$ cat config.mk
export PLATFORM = sky130hd
export DESIGN_NAME = wb_stream_packer
export DESIGN_NICKNAME = d
export VERILOG_FILES = /design/src/rtl/wb_stream_packer.sv
export SDC_FILE = /design/constraint.sdc
export NUM_CORES = 1
export LEC_CHECK = 0
export BUFFER_PORTS_ARGS = -buffer_cell sky130_fd_sc_hd__buf_2
export CAP_MARGIN = 5
export CORE_MARGIN = 5
export CORE_UTILIZATION = 55
export DETAILED_ROUTE_END_ITERATION = 7
export GPL_TIMING_DRIVEN = 0
export PLACE_DENSITY_LB_ADDON = 0.25
export RECOVER_POWER = 50
export SETUP_SLACK_MARGIN = 0.5
export SYNTH_ARGS = -nofsm -noshare
export SYNTH_HDL_FRONTEND = slang
export SYNTH_SLANG_ARGS = --single-unit
$ cat constraint.sdc
create_clock -name clk -period 7.5 [get_ports clk]
set_input_delay 0.75 -clock clk [delete_from_list [all_inputs] [get_ports clk]]
set_output_delay 0.75 -clock clk [all_outputs]
set_load 0.005 [all_outputs]
$ cat src/rtl/wb_stream_packer.sv
// wb_stream_packer: packs pairs of sign-extended write-back results into
// 2*LANE_WIDTH-bit words and streams them out through a first-word
// fall-through FIFO, with frame delimiting (m_last / frame_done).
// Optional feature macro: WB_PACK_ELEM_CNT_EN adds the frame_elems counter.
module wb_stream_packer #(
  parameter int DATA_WIDTH = 25,
  parameter int LANE_WIDTH = 32,
  parameter int FIFO_DEPTH = 8
) (
  input  logic                    clk,
  input  logic                    rst_n,
  input  logic [DATA_WIDTH-1:0]   in_data0,
  input  logic                    in_valid0,
  input  logic [DATA_WIDTH-1:0]   in_data1,
  input  logic                    in_valid1,
  input  logic                    end_op,
  output logic                    stall,
  output logic [2*LANE_WIDTH-1:0] m_data,
  output logic                    m_valid,
  output logic                    m_last,
  input  logic                    m_ready,
`ifdef WB_PACK_ELEM_CNT_EN
  output logic [31:0]             frame_elems,
`endif
  output logic                    frame_done,
  output logic                    busy
);

  localparam int WW = 2 * LANE_WIDTH;
  localparam int AW = $clog2(FIFO_DEPTH);
  localparam int CW = AW + 1;

  typedef enum logic [1:0] {RUN = 2'd0, FLUSH = 2'd1, DRAIN = 2'd2, DONE = 2'd3} state_t;

  // Sign-extend one result element to a packed lane.
  function automatic logic [LANE_WIDTH-1:0] sext(input logic [DATA_WIDTH-1:0] d);
    return LANE_WIDTH'($signed(d));
  endfunction

  state_t                state, state_n;
  logic [LANE_WIDTH-1:0] h, h_n;
  logic                  h_v, h_v_n;
  logic [WW-1:0]         s, s_n;
  logic                  s_v, s_v_n;
  logic [WW:0]           mem [FIFO_DEPTH];
  logic [AW-1:0]         wr_ptr, rd_ptr;
  logic [CW-1:0]         count;
  logic                  full, accept, pop, push;
  logic [WW-1:0]         push_word;
  logic                  push_last;
  logic [WW-1:0]         word;
  logic                  word_form;
  logic [LANE_WIDTH-1:0] e0, e1;
  logic                  two, one;

  assign full   = (count == CW'(FIFO_DEPTH));
  assign stall  = (state != RUN) | full;
  assign accept = !stall;
  assign pop    = m_valid & m_ready;

  assign m_valid    = (count != {CW{1'b0}});
  assign m_data     = m_valid ? mem[rd_ptr][WW-1:0] : {WW{1'b0}};
  assign m_last     = m_valid ? mem[rd_ptr][WW] : 1'b0;
  assign frame_done = (state == DONE);
  assign busy       = (state != RUN) | m_valid | h_v | s_v;

  // Element selection: lane1 alone is treated as a single element.
  assign two = in_valid0 & in_valid1;
  assign one = in_valid0 ^ in_valid1;
  assign e0  = in_valid0 ? sext(in_data0) : sext(in_data1);
  assign e1  = sext(in_data1);

  // Pairing, word placement, flush sequencing and next-state decode.
  always_comb begin
    state_n   = state;
    h_n       = h;
    h_v_n     = h_v;
    s_n       = s;
    s_v_n     = s_v;
    push      = 1'b0;
    push_word = {WW{1'b0}};
    push_last = 1'b0;
    word      = {WW{1'b0}};
    word_form = 1'b0;
    case (state)
      RUN: begin
        if (accept) begin
          if (h_v && two) begin
            word      = {e0, h};
            h_n       = e1;
            word_form = 1'b1;
          end else if (h_v && one) begin
            word      = {e0, h};
            h_v_n     = 1'b0;
            word_form = 1'b1;
          end else if (!h_v && two) begin
            word      = {e1, e0};
            word_form = 1'b1;
          end else if (!h_v && one) begin
            h_n   = e0;
            h_v_n = 1'b1;
          end else begin
            word_form = 1'b0;
          end
          if (word_form) begin
            // A newer word displaces the staged one into the FIFO; it is
            // never the frame's last word because S is refilled.
            if (s_v) begin
              push      = 1'b1;
              push_word = s;
              push_last = 1'b0;
            end else begin
              push = 1'b0;
            end
            s_n   = word;
            s_v_n = 1'b1;
          end else begin
            s_n = s;
          end
          if (end_op) begin
            if (!s_v_n && !h_v_n && (count == {CW{1'b0}})) begin
              state_n = DONE;
            end else begin
              state_n = FLUSH;
            end
          end else begin
            state_n = RUN;
          end
        end else begin
          state_n = RUN;
        end
      end
      FLUSH: begin
        if (s_v) begin
          if (!full) begin
            push      = 1'b1;
            push_word = s;
            push_last = !h_v;
            s_v_n     = 1'b0;
            state_n   = h_v ? FLUSH : DRAIN;
          end else begin
            state_n = FLUSH;
          end
        end else if (h_v) begin
          if (!full) begin
            push      = 1'b1;
            push_word = {{LANE_WIDTH{1'b0}}, h};
            push_last = 1'b1;
            h_v_n     = 1'b0;
            state_n   = DRAIN;
          end else begin
            state_n = FLUSH;
          end
        end else begin
          state_n = DRAIN;
        end
      end
      DRAIN: begin
        if (count == {CW{1'b0}}) begin
          state_n = DONE;
        end else begin
          state_n = DRAIN;
        end
      end
      DONE: begin
        h_n     = {LANE_WIDTH{1'b0}};
        h_v_n   = 1'b0;
        s_n     = {WW{1'b0}};
        s_v_n   = 1'b0;
        state_n = RUN;
      end
      default: begin
        state_n = RUN;
      end
    endcase
  end

  // State, holding registers and FIFO bookkeeping.
  always_ff @(posedge clk or negedge rst_n) begin
    if (!rst_n) begin
      state  <= RUN;
      h      <= {LANE_WIDTH{1'b0}};
      h_v    <= 1'b0;
      s      <= {WW{1'b0}};
      s_v    <= 1'b0;
      wr_ptr <= {AW{1'b0}};
      rd_ptr <= {AW{1'b0}};
      count  <= {CW{1'b0}};
    end else begin
      state  <= state_n;
      h      <= h_n;
      h_v    <= h_v_n;
      s      <= s_n;
      s_v    <= s_v_n;
      wr_ptr <= push ? wr_ptr + AW'(1) : wr_ptr;
      rd_ptr <= pop ? rd_ptr + AW'(1) : rd_ptr;
      count  <= count + CW'(push) - CW'(pop);
    end
  end

  // FIFO storage; contents are qualified by count, so no reset is needed.
  always_ff @(posedge clk) begin
    if (push) begin
      mem[wr_ptr] <= {push_last, push_word};
    end else begin
      mem[wr_ptr] <= mem[wr_ptr];
    end
  end

`ifdef WB_PACK_ELEM_CNT_EN
  // Per-frame element count; frozen once the frame stops accepting input.
  always_ff @(posedge clk or negedge rst_n) begin
    if (!rst_n) begin
      frame_elems <= 32'd0;
    end else if (state == DONE) begin
      frame_elems <= 32'd0;
    end else if (accept) begin
      frame_elems <= frame_elems + 32'(in_valid0) + 32'(in_valid1);
    end else begin
      frame_elems <= frame_elems;
    end
  end
`endif

endmodule

==> impl_results.md <==
- Status: complete, but fails checks
- Failing checks: capacitance limit, slew limit
- CTS Buf Count: 48
- Number of max-cap violations: 5
- Post-synth EDFFs: 408
- Period utilization: 0.703
- Setup bufs post-CTS: 0
- Die width: 204 µm
- Via count: 12200
- RSZ-0062 raised after global routing: false
- Buffers and inverters on the worst path: 5
- Buffers on Ports: 124
- Synth Instances: 1183
- CP cell instances: clkbuf_1 > clkbuf_1 > clkbuf_1 > inv_1 > fa_1 > nand2b_1 > a21boi_0 > or3_1 > nor2_1 > clkbuf_1
- GR Util All Layers: 0.252
- Fin. Hold Viols: 0
- Initial DRC count: 1714
- Synth Cell Area: 0.0207 mm²
- Start-to-end type of the worst setup path: in -> reg
- DRC: 0
- Syn avg cell area: 17.5 µm²
- Drt first pass iters: 5
- Asr flop ratio synth: 0.179
- CTS Root Cell: clkbuf_16
- Net Count, Synth: 1250
- Worst Tran Pin Value: 3.06 ns
- Number of synthesized register bits: 497
- Initial Utilization: 0.553
- Antenna Cells: 0
- Final ANT Viol Nets: 0
- Cell Rows: 71
- Reg clk slew, reported paths: 0.06 ns
- Final slew viol count: 144
- Post_cts resized: 0
- Pwr dens: 366 mW/mm²
- Grt ovf: 0
- Ys flop type: edfxtp_1
- Pleak: 8.90 nW
- Critical path required time: 7.65 ns
- Area share of the largest cell type after synthesis: 0.593
- Share of cells above drive strength 1: 0.273
- Top cells by count, synth: 408 x edfxtp_1, 102 x mux4_2, 89 x dfrtp_1, 77 x a22o_1, 64 x a22oi_1
- Count leader, synth: edfxtp_1
- CTS sink count: 497
- Critical Path Start Type: input pin
- Worst-Skew Late Latency: 0.57 ns
- Delay-heaviest family, CP: buffers and inverters
- Crit path DAT: 5.42 ns
- # IOs: 125
- DPL Wire Length: 34700 µm
- Die Y: 204 µm
- Total wire length: 52000 µm
- Syn. warnings: 0
- Worst Skew: 0.0193 ns
- # hold bufs at CTS: 0
- Ranking of synthesized cells by area: edfxtp_1 59%, mux4_2 11%, dfrtp_1 11%
- Synth-to-layout area growth: 15.4%
- Fmax: 0.190 GHz
- Routability cong.: 0.888
- Vias per inst: 6.30
- Clock tree buffer depth: 3
- CTS tree: done
- Fin area: 0.0238 mm²
- Rel. slew slack: -1.04
- VDD IR max: 0.000230 V
- Tmin final: 5.27 ns
- Fin nets: 1460
- Hold crit path type: reg -> reg
- Pin count of the biggest net entering global routing: 55
- Antenna violations before repair: 0
- Final Core Density: 0.638
- First-pass GRT wire length: 78200 µm
- Area after DPL: 0.0225 mm²
- H-Tree Level Count: 2
- CP dominant cell by count: clkbuf_1
- Crit. End Element: register
- Register area share after synthesis: 0.700
- Crit-path slowest cell: clkbuf_1
- Die ar.: 0.0416 mm²
- Yosys top cell by area: edfxtp_1
- CORE AREA: 0.0374 mm²
- Largest stage delay, worst path: 1.58 ns
- Yosys cell types: 54
- Setup Viol. Count Final: 0
- Crit Path Max Fanout: 26
- Vias in the first global route: 12500
- Routed len/inst: 26.8 µm
## flip-flops by register name, summed over array words and instances (netlist names)
name and cells:
state 2, h_v 1, s_v 1, wr_ptr 3, s 50, rd_ptr 3, count 4, mem 408
h 25
## placed cells by master (no fill, tap or decap), drive strengths merged, types with 3 or more instances in the layout
cell	n
ha	9
o21ai	52
a21oi	5
clkbuf	126
nor3	8
and2	27
a32oi	10
mux4	102
and3	3
edfxtp	408
bufinv	5
a22o	77
xor2	3
inv	15
buf	194
mux2i	25
mux2	28
nor4	3
nand3	53
xnor2	5
dfrtp	89
nor2	59
a22oi	64
clkinv	24
nand2	7
## kinds of logic (layout without fill, tap and decap cells)
| logic type | Yosys count | count (layout) | synth area share |
|---|---|---|---|
| AND/OR/NAND/NOR | 173 | 173 | 0.0424 |
| multiplexers | 155 | 155 | 0.138 |
| adder cells (fa/ha/maj) | 12 | 12 | 0.00787 |
| XOR/XNOR | 8 | 8 | 0.00339 |
| flip-flops | 497 | 497 | 0.700 |
| AO/OA/AOI/OAI | 221 | 221 | 0.0792 |
| buffers and inverters | 117 | 364 | 0.0281 |
## worst register-to-register path: stages (launching register included)
cell      delay [ns]
dfrtp_1         0.32
clkbuf_1        0.36
inv_1           0.19
fa_1            0.48
nand2b_1        0.18
a21boi_0        0.16
or3_1           0.47
nor2_1          0.32
clkbuf_1        1.58
## where the power goes
part	switching, W	total (W)	leakage [nW]	internal (W)
clock network	0.00100	0.00236	0.753	0.00136
registers	0.000167	0.00346	5.31	0.00329
logic	0.00168	0.00292	2.84	0.00124
total	0.00284	0.00873	8.90	0.00589
## worst paths after layout
kind | startpoint | slack [ns] | end | depth (start not counted)
worst max-delay path | in_valid0 | 2.23 | mem[6][23] | 10
worst min-delay path | s[37] | 0.49 | s[37] | 2
worst max register to register | h_v | 3.00 | mem[6][23] | 8
worst min register to register | s[37] | 0.49 | s[37] | 2
max in group asynchronous | rst_n | 3.03 | h[0] | 2
min in group asynchronous | rst_n | 0.75 | h[16] | 1
## stage by stage
step           total power [W]  hold slack (ns)  instances  TNS, ns  worst slack, ns
3_3_place_gp           0.00636            0.476       1818  -601.01            -3.09
2_1_floorplan          0.00537            0.454       1183        0             1.16
6_report               0.00873            0.494       1941        0             2.23
4_1_cts                0.00881            0.162       1940        0             3.27
3_5_place_dp           0.00645            0.486       1853        0             3.01
5_1_grt                0.00913            0.526       1941        0             2.06
## routing by layer
metal  GRT usage  part of all wire  routed length [µm]  vias to the layer above
li1            -                 -                   -                     5189
met1       0.368              0.41               21100                     6315
met2       0.395              0.48               24900                      636
met3      0.0471             0.087                4500                       92
met4      0.0744             0.028                1440                        0
met5           0                 0                   0                        -
## area by class of cell
cell class                 count  area (µm²)
buffer                       104         482
sequential                   497       14500
clock buffer                  56        1250
tap                          511         639
fill                        2651       13600
clock inverter                31         270
timing repair buffer         160        1020
inverter                      13        48.8
multi-input combinational    569        5660
(Power assumes the default switching activity.)
